--- src/rtl/udp_rx_pkg.sv ---
// Shared constants and FSM state encoding for the GMII UDP/IPv4 receiver.
package udp_rx_pkg;

    localparam logic [15:0] ETH_TYPE_IPV4 = 16'h0800;
    localparam logic [7:0]  IP_PROTO_UDP  = 8'd17;
    localparam logic [7:0]  PREAMBLE_BYTE = 8'h55;
    localparam logic [7:0]  SFD_BYTE      = 8'hD5;
    localparam logic [15:0] ETH_HEAD_LEN  = 16'd14;
    localparam logic [15:0] UDP_HEAD_LEN  = 16'd8;

    typedef enum logic [2:0] {
        ST_IDLE     = 3'd0,
        ST_PREAMBLE = 3'd1,
        ST_ETH_HEAD = 3'd2,
        ST_IP_HEAD  = 3'd3,
        ST_UDP_HEAD = 3'd4,
        ST_RX_DATA  = 3'd5,
        ST_RX_END   = 3'd6
    } state_t;

endpackage

--- src/rtl/udp_rx.sv ---
// GMII-side UDP/IPv4 receiver: strips preamble/SFD and Ethernet/IPv4/UDP
// headers, filters on board MAC/IP, streams the UDP payload out.
module udp_rx
    import udp_rx_pkg::*;
#(
    parameter logic [47:0] BOARD_MAC = 48'h00_11_22_33_44_55,
    parameter logic [31:0] BOARD_IP  = {8'd192, 8'd168, 8'd1, 8'd123}
) (
    input  logic        clk,
    input  logic        rst,
    input  logic        gmii_rx_dv,
    input  logic [7:0]  gmii_rxd,
    output logic        rec_en,
    output logic [7:0]  rec_data,
    output logic [15:0] rec_byte_num,
    output logic        rec_pkt_done,
    output logic [47:0] src_mac,
    output logic [31:0] src_ip
);

    localparam logic [47:0] BCAST_MAC = 48'hFFFF_FFFF_FFFF;

    state_t      state_r;
    state_t      next_s;
    logic        dv_r;
    logic [7:0]  rxd_r;
    logic        armed_r;        // set once dv has been seen low after reset
    logic [15:0] cnt_r;
    logic [39:0] dst_mac_r;
    logic [47:0] src_mac_sh_r;
    logic [7:0]  eth_type_hi_r;
    logic [3:0]  ihl_r;
    logic [31:0] src_ip_sh_r;
    logic [23:0] dst_ip_r;
    logic [15:0] udp_len_r;
    logic [15:0] data_num_r;

    logic        emit_s;
    logic        done_s;
    logic [15:0] done_num_s;
    logic        dst_ok_s;
    logic [15:0] hdr_last_s;

    assign dst_ok_s   = ({dst_mac_r, rxd_r} == BOARD_MAC) || ({dst_mac_r, rxd_r} == BCAST_MAC);
    assign hdr_last_s = {10'd0, ihl_r, 2'b00} - 16'd1;

    // Register the GMII inputs once; track whether a dv-low gap has been seen since reset.
    always_ff @(posedge clk or posedge rst) begin
        if (rst) begin
            dv_r    <= 1'b0;
            rxd_r   <= 8'd0;
            armed_r <= 1'b0;
        end else begin
            dv_r    <= gmii_rx_dv;
            rxd_r   <= gmii_rxd;
            armed_r <= armed_r | ~gmii_rx_dv;
        end
    end

    // Next-state decode and payload/done strobes.
    always_comb begin
        next_s     = state_r;
        emit_s     = 1'b0;
        done_s     = 1'b0;
        done_num_s = data_num_r;
        case (state_r)
            ST_IDLE: begin
                if (dv_r && armed_r && (rxd_r == PREAMBLE_BYTE)) begin
                    next_s = ST_PREAMBLE;
                end else begin
                    next_s = ST_IDLE;
                end
            end
            ST_PREAMBLE: begin
                if (!dv_r) begin
                    next_s = ST_IDLE;
                end else if (rxd_r == PREAMBLE_BYTE) begin
                    if (cnt_r >= 16'd7) begin
                        next_s = ST_RX_END;
                    end else begin
                        next_s = ST_PREAMBLE;
                    end
                end else if ((rxd_r == SFD_BYTE) && ((cnt_r == 16'd6) || (cnt_r == 16'd7))) begin
                    next_s = ST_ETH_HEAD;
                end else begin
                    next_s = ST_RX_END;
                end
            end
            ST_ETH_HEAD: begin
                if (!dv_r) begin
                    next_s = ST_IDLE;
                end else if ((cnt_r == 16'd5) && !dst_ok_s) begin
                    next_s = ST_RX_END;
                end else if (cnt_r == ETH_HEAD_LEN - 16'd1) begin
                    if ({eth_type_hi_r, rxd_r} == ETH_TYPE_IPV4) begin
                        next_s = ST_IP_HEAD;
                    end else begin
                        next_s = ST_RX_END;
                    end
                end else begin
                    next_s = ST_ETH_HEAD;
                end
            end
            ST_IP_HEAD: begin
                if (!dv_r) begin
                    next_s = ST_IDLE;
                end else if ((cnt_r == 16'd0) && ((rxd_r[7:4] != 4'd4) || (rxd_r[3:0] < 4'd5))) begin
                    next_s = ST_RX_END;
                end else if ((cnt_r == 16'd9) && (rxd_r != IP_PROTO_UDP)) begin
                    next_s = ST_RX_END;
                end else if ((cnt_r == 16'd19) && ({dst_ip_r, rxd_r} != BOARD_IP)) begin
                    next_s = ST_RX_END;
                end else if ((cnt_r >= 16'd19) && (cnt_r == hdr_last_s)) begin
                    next_s = ST_UDP_HEAD;
                end else begin
                    next_s = ST_IP_HEAD;
                end
            end
            ST_UDP_HEAD: begin
                if (!dv_r) begin
                    next_s = ST_IDLE;
                end else if ((cnt_r == 16'd5) && ({udp_len_r[15:8], rxd_r} < UDP_HEAD_LEN)) begin
                    next_s = ST_RX_END;
                end else if (cnt_r == UDP_HEAD_LEN - 16'd1) begin
                    if (udp_len_r == UDP_HEAD_LEN) begin
                        done_s     = 1'b1;
                        done_num_s = 16'd0;
                        next_s     = ST_RX_END;
                    end else begin
                        next_s = ST_RX_DATA;
                    end
                end else begin
                    next_s = ST_UDP_HEAD;
                end
            end
            ST_RX_DATA: begin
                if (!dv_r) begin
                    next_s = ST_IDLE;
                end else begin
                    emit_s = 1'b1;
                    if (cnt_r == data_num_r - 16'd1) begin
                        done_s = 1'b1;
                        next_s = ST_RX_END;
                    end else begin
                        next_s = ST_RX_DATA;
                    end
                end
            end
            ST_RX_END: begin
                if (!dv_r) begin
                    next_s = ST_IDLE;
                end else begin
                    next_s = ST_RX_END;
                end
            end
            default: begin
                next_s = ST_IDLE;
            end
        endcase
    end

    // State register and per-state byte counter (cleared on every state change).
    always_ff @(posedge clk or posedge rst) begin
        if (rst) begin
            state_r <= ST_IDLE;
            cnt_r   <= 16'd0;
        end else begin
            state_r <= next_s;
            if (next_s != state_r) begin
                cnt_r <= (next_s == ST_PREAMBLE) ? 16'd1 : 16'd0;
            end else if (dv_r && (state_r != ST_IDLE)) begin
                cnt_r <= cnt_r + 16'd1;
            end else begin
                cnt_r <= cnt_r;
            end
        end
    end

    // Capture header fields into shadow registers as their bytes go by.
    always_ff @(posedge clk or posedge rst) begin
        if (rst) begin
            dst_mac_r     <= 40'd0;
            src_mac_sh_r  <= 48'd0;
            eth_type_hi_r <= 8'd0;
            ihl_r         <= 4'd0;
            src_ip_sh_r   <= 32'd0;
            dst_ip_r      <= 24'd0;
            udp_len_r     <= 16'd0;
            data_num_r    <= 16'd0;
        end else if (dv_r) begin
            case (state_r)
                ST_ETH_HEAD: begin
                    if (cnt_r < 16'd5) begin
                        dst_mac_r <= {dst_mac_r[31:0], rxd_r};
                    end else if ((cnt_r >= 16'd6) && (cnt_r <= 16'd11)) begin
                        src_mac_sh_r <= {src_mac_sh_r[39:0], rxd_r};
                    end else if (cnt_r == 16'd12) begin
                        eth_type_hi_r <= rxd_r;
                    end else begin
                        eth_type_hi_r <= eth_type_hi_r;
                    end
                end
                ST_IP_HEAD: begin
                    if (cnt_r == 16'd0) begin
                        ihl_r <= rxd_r[3:0];
                    end else if ((cnt_r >= 16'd12) && (cnt_r <= 16'd15)) begin
                        src_ip_sh_r <= {src_ip_sh_r[23:0], rxd_r};
                    end else if ((cnt_r >= 16'd16) && (cnt_r <= 16'd18)) begin
                        dst_ip_r <= {dst_ip_r[15:0], rxd_r};
                    end else begin
                        ihl_r <= ihl_r;
                    end
                end
                ST_UDP_HEAD: begin
                    if (cnt_r == 16'd4) begin
                        udp_len_r[15:8] <= rxd_r;
                    end else if (cnt_r == 16'd5) begin
                        udp_len_r[7:0] <= rxd_r;
                    end else if (cnt_r == UDP_HEAD_LEN - 16'd1) begin
                        data_num_r <= udp_len_r - UDP_HEAD_LEN;
                    end else begin
                        udp_len_r <= udp_len_r;
                    end
                end
                default: begin
                    data_num_r <= data_num_r;
                end
            endcase
        end else begin
            data_num_r <= data_num_r;
        end
    end

    // Registered user-side outputs; packet results latch only on completion.
    always_ff @(posedge clk or posedge rst) begin
        if (rst) begin
            rec_en       <= 1'b0;
            rec_data     <= 8'd0;
            rec_pkt_done <= 1'b0;
            rec_byte_num <= 16'd0;
            src_mac      <= 48'd0;
            src_ip       <= 32'd0;
        end else begin
            rec_en       <= emit_s;
            rec_data     <= emit_s ? rxd_r : rec_data;
            rec_pkt_done <= done_s;
            if (done_s) begin
                rec_byte_num <= done_num_s;
                src_mac      <= src_mac_sh_r;
                src_ip       <= src_ip_sh_r;
            end else begin
                rec_byte_num <= rec_byte_num;
            end
        end
    end

endmodule

--- config.mk ---
export PLATFORM = sky130hd
export DESIGN_NAME = udp_rx
export DESIGN_NICKNAME = d
export VERILOG_FILES = /design/src/rtl/udp_rx_pkg.sv /design/src/rtl/udp_rx.sv
export SDC_FILE = /design/constraint.sdc
export NUM_CORES = 1
export LEC_CHECK = 0
export BUFFER_PORTS_ARGS = -buffer_cell sky130_fd_sc_hd__buf_4
export CAP_MARGIN = 20
export CELL_PAD_IN_SITES_DETAIL_PLACEMENT = 0
export CELL_PAD_IN_SITES_GLOBAL_PLACEMENT = 1
export CORE_AREA = 2 2 182 184
export DETAILED_ROUTE_END_ITERATION = 16
export DIE_AREA = 0 0 184 186
export GPL_ROUTABILITY_DRIVEN = 0
export PLACE_DENSITY = 0.72
export SLEW_MARGIN = 20
export SYNTH_ARGS = -nofsm -noshare
export SYNTH_HDL_FRONTEND = slang
export SYNTH_SLANG_ARGS = --single-unit
--- constraint.sdc ---
create_clock -name clk -period 9.1 [get_ports clk]
set_input_delay 0 -clock clk [delete_from_list [all_inputs] [get_ports clk]]
set_output_delay 0 -clock clk [all_outputs]
set_load 0.02 [all_outputs]
Word-level counts from Yosys, hierarchy flattened:

Index checks and enable logic that the tools add are counted.

* add/sub/neg operators: 4
* $lt $le $gt $ge: 11
* equal/unequal tests: 27
* mux-type cells: 39
* bitwise operators: 8
* reduce and logical (&&, ||, !) cells: 30

Operators with widths (count)
* two-way mux 16 bit: 7
* equality test 16 x 3 -> 1 bit (second input constant): 4
* equality test 16 x 4 -> 1 bit (second input constant): 4
* two-way mux 3 bit: 18
* equality test 48 x 37 -> 1 bit (second input constant): 1
* equality test 48 bit (second input constant): 1
* equality test 16 bit: 2
* greater-or-equal comparator 16 x 3 -> 1 bit (second input constant): 2
* greater-or-equal comparator 16 x 5 -> 1 bit (second input constant): 2
* <= comparator 16 x 4 -> 1 bit (second input constant): 2
* inequality test 32 bit (second input constant): 1
* one-hot mux 3 bit (7 select lines): 1
* adder 16 x 1 -> 16 bit (second input constant): 1
* equality test 16 x 12 -> 1 bit (second input constant): 1
* equality test 16 x 5 -> 1 bit (second input constant): 1
* greater-or-equal comparator 16 x 4 -> 1 bit (second input constant): 1
* <= comparator 16 x 5 -> 1 bit (second input constant): 1
* logical NOT 16 bit: 1
* less-than comparator 16 x 3 -> 1 bit (second input constant): 1
* less-than comparator 16 x 4 -> 1 bit (second input constant): 1
* subtractor 16 x 1 -> 16 bit (second input constant): 1
* subtractor 16 x 4 -> 16 bit (second input constant): 1
* AND reduction 5 bit: 3
* logical AND 1 bit: 13
* other kinds (22): 48

* bits in registers: 323
* bits of input ports: 11

Longest topological paths before layout:

* depth after elaboration: 12
* gate-level depth with buffers: 12
* mapped depth without buffers: 10

Worst setup path before layout:

No wires, ideal clock.

* path type: register to register
* start: register data_num_r[0]
* end: register src_ip[0]
* data arrival time: 2.937 ns
* required time: 8.975 ns
* path slack: 6.038 ns
* stages on the path, launching flop included: 11
* buffers on the path: 3
* cells stage by stage: dfrtp_1 -> or4_1 -> clkbuf_1 -> or3_1 -> a2111oi_2 -> nand4_1 -> nor4b_2 -> o21bai_1 -> buf_6 -> buf_6 -> mux2_4

* longest elaborated chain between the ends: 5

RTL lines
* start, declared: line udp_rx.sv:36 `logic [15:0] data_num_r;`
* start signal, assigned: line udp_rx.sv:220 `data_num_r <= udp_len_r - UDP_HEAD_LEN;`
* start signal, assigned: line udp_rx.sv:226 `data_num_r <= data_num_r;`
* start signal, assigned: line udp_rx.sv:230 `data_num_r <= data_num_r;`
* subtractor 16 x 1 -> 16 bit: line udp_rx.sv:141 `if (cnt_r == data_num_r - 16'd1) begin`
* equality test 16 bit: line udp_rx.sv:141
* two-way mux 1 bit: line udp_rx.sv:141
* two-way mux 1 bit: line udp_rx.sv:137 `if (!dv_r) begin`
* one-hot mux 1 bit (2 select lines): line udp_rx.sv:66 `case (state_r)`
* end signal, assigned: line udp_rx.sv:250 `src_ip <= src_ip_sh_r;`
* end, declared: line udp_rx.sv:18 `output logic [31:0] src_ip`

No other way between the ends.
A chain may end at the register's enable or synchronous reset.

Worst setup path after layout:

* start: register data_num_r[0]
* end: register src_mac[11]

* longest elaborated chain between the ends: 5

RTL lines
* subtractor 16 x 1 -> 16 bit: line udp_rx.sv:141
* equality test 16 bit: line udp_rx.sv:141
* two-way mux 1 bit: line udp_rx.sv:141
* two-way mux 1 bit: line udp_rx.sv:137
* one-hot mux 1 bit (2 select lines): line udp_rx.sv:66
* end signal, assigned: line udp_rx.sv:249 `src_mac <= src_mac_sh_r;`
* end, declared: line udp_rx.sv:17 `output logic [47:0] src_mac,`

No other way between the ends.

==> key figures <==
Clock network
  – CTS tree: yes
  – Total CTS buffers: 36
  – CTS root buf: clkbuf_16
  – Clk buf depth: 3
  – Post-CTS Resized: 0
  – Hold bufs inserted after CTS: 10
  – Clock transition at the registers of the reported paths: roughly 0.060 ns
  – Setup Fix Bufs, Post-CTS: 0
  – CTS sink cnt: approximately 320
  – Clock Latency Late Sink: between 0.5 and 0.6 ns
  – H-tree Lvls: 2

Synthesis
  – Unique masters post-synth: 57
  – FFs w/ async S/R, synth: 100.0%
  – Post-synthesis mux area share: a little over a fifth
  – Mapped cell area: roughly 0.014 mm²
  – Avg Cell Area, Syn: 12.98 µm²
  – Synth Area in Compound Gates: between 3 and 4%
  – Cell with the most instances after synthesis: dfrtp_1
  – Synth warn: 0
  – Yosys top cell by area: dfrtp_1
  – Yosys reg bits: roughly 320
  – Main combinational cell family by area after synthesis: multiplexers
  – Share of Yosys cell area claimed by the top area cell type: 57.37%
  – Synth Area in XOR/XNOR: under 10%
  – Synth Area in Simple Gates: approximately 11%
  – Net Count, Synth: roughly 1100
  – Mapped Cells: approximately 1100
  – Synth cell count leaders: dfrtp_1 (323), mux2_2 (194), nand2_1 (94)
  – Adder-cell share of the synthesized area: less than 1%
  – Synth Flop Type: dfrtp_1
  – Synth top area cells: dfrtp_1 (57%), mux2_2 (16%), mux2_4 (6.2%)
  – Post-synth EDFFs: 0
  – Sequential fraction of the synthesis area: between 50 and 60%

Timing
  – Max Freq: 237.0 MHz
  – Fin. Hold Viols: 0
  – Slew Viols, Final: 0
  – Relative slew margins: 30.33%
  – Final period util: a little under half
  – Total Neg Setup Slack: 0 ns
  – Min Clock Period, post-route: 4.219 ns
  – Setup violators final: 0
  – Final Skew: about 0.026 ns
  – RSZ-0062 raised after global routing: false
  – Slew @ Worst Pin: 1.045 ns

Cells and area
  – Multi-input logic area: about 0.0057 mm²
  – Layout cell share with drive strength beyond 1: 36.36%
  – Nets: around 1200
  – Ant. Diodes: 0
  – Filler Cell Count: 2862
  – Finished layout cell area: 0.01654 mm²
  – Syn-to-layout area delta: 17.42%
  – Storage element area: about 0.0081 mm²

Placement
  – PortBufs: roughly 120
  – Post-DP HPWL: 19.91 mm
  – Cell Area, Placed: 0.01532 mm²

Detailed routing
  – Total iterations of the first detailed-routing run: 5
  – Routed WL per cell: 18.63 µm
  – Routed vias/inst: 5.381
  – WL final: between 30 and 40 mm
  – Antenna-violating nets left: 0
  – DRC: 0
  – DR vias: 8781
  – DR iter-0 viols: 600

Power and ir drop
  – VDD IR max: about 0.14 mV
  – PwrDens: approximately 170 mW/mm²
  – Leak: about 8.4 nW

Floorplanning
  – Core area: 0.03221 mm²
  – Initial core utilization: around 44%
  – DIE WIDTH: approximately 180 µm
  – Core Rows: 66
  – Num ports: roughly 120
  – Die Y: around 190 µm
  – Die Footprint: 0.03422 mm²

Global routing
  – Overall fraction of global-route tracks in use: between 15 and 20%
  – Largest net degree at the start of global routing: 102
  – Antenna violations before repair: 0
  – Total gr overflow: 0
  – First-pass GRT wire length: 49.71 mm
  – Vias in the first global route: a little under 9000

Worst setup path
  – Setup crit end kind: flop
  – Startpoint Class: flop
  – Arrival time at the worst endpoint: 4.62 ns
  – WS Path Type: reg2reg
  – Critical Path Fanout Max: 61
  – WP data required: approximately 9.5 ns

Job
  – Max Cap Viol: 0

Outcome
  – Run status: completed

Worst hold path
  – Min-Delay Path Class: in2async
worst paths after layout:
kind	endpoint	slack [ns]	start	cells past startpoint
max	src_mac[11]	4.88	data_num_r[0]	8
min	src_mac[27]	0.12	rst	3
max reg2reg	src_mac[11]	4.88	data_num_r[0]	8
min reg2reg	armed_r	0.46	armed_r	1
max in group asynchronous	data_num_r[2]	6.61	rst	5
min in group clk	rxd_r[0]	0.12	gmii_rxd[0]	2
stage by stage:
step / worst slack [ns] / std cells / total power [mW] / hold WS (ns) / util (%)
after floorplan: 0.1587 / 1085 / 1.510 / 0.03143 / -
after global placement: 4.932 / 1561 / 1.535 / 0.1103 / 47.57
after detailed placement: 4.874 / 1561 / 1.536 / 0.1104 / 47.57
after CTS: 4.868 / 1632 / 2.922 / 0.1017 / 51.36
after global routing: 4.627 / 1632 / 2.989 / 0.1086 / 51.36
final: 4.881 / 1632 / 2.876 / 0.1216 / 51.36
flip-flops by register name, indices dropped and copies added, names as in the netlist, 16 cells and up:
register	count
cnt_r	16
data_num_r	16
dst_ip_r	24
dst_mac_r	40
rec_byte_num	16
src_ip	32
src_ip_sh_r	32
src_mac	48
src_mac_sh_r	48
udp_len_r	16
per-layer routing:
layer | up-vias | track usage (%) | routed length [µm] | share of wire, %
met5 | - | 0 | 0 | 0
met4 | 0 | 5.312 | 621 | 2.0
met3 | 52 | 3.776 | 1376 | 4.5
met2 | 148 | 28.53 | 14050 | 46
met1 | 4474 | 25.89 | 14360 | 47
li1 | 4107 | - | - | -
report_power, final:
part           internal, mW  leakage, nW  switching [mW]  total (mW)
clock                 0.795        0.548           0.571        1.37
combinational        0.0150         3.39          0.0416      0.0567
sequential             1.44         4.49          0.0129        1.45
cell type report:
class	instances	area share, %
sequential	323	48.86
multi-input combinational	688	34.45
timing repair buffer	140	6.505
clock buffer	52	6.240
tap	408	3.086
clock inverter	9	0.5446
inverter	12	0.3177
kinds of logic after synthesis:
kind of cell,after synthesis
AOI/OAI and AO/OA,78
adders and majority gates,7
DFF,323
xor gates and xnor gates,55
muxes,254
and+or+nand+nor,294
buffers and inverters,74
worst max-delay path: stages (launching register included):
cell and delay [ns]:
dfrtp_1 0.44, or4_1 0.68, o311ai_0 0.37, a21boi_0 0.42, nor4b_2 0.13, o21bai_4 0.14, buf_4 0.51, buf_4 0.89
mux2_2 0.42
placed cells by master (no fill, tap or decap), types with 3 or more instances in the layout:
master	instances
dfrtp_1	323
clkinv_2	5
nor3b_1	4
nor4_1	31
o211ai_1	3
buf_4	130
mux2_4	58
nand3_1	19
and3_1	7
clkbuf_8	5
or4_1	8
mux2_2	194
clkbuf_1	10
nor4b_1	4
o21a_1	3
and4_1	5
a21oi_1	4
nor3_1	18
clkbuf_16	37
nor2_1	42
nand2_1	94
dlygate4sd3_1	10
nand2b_1	7
xnor2_1	32
nor4bb_1	4
nor2b_1	5
o21ai_0	42
xor2_1	23
inv_1	10
ha_1	7
o2111ai_1	3
nand4_1	26
or2_2	3
or3_1	7
Power figures use the tool's default switching activity.
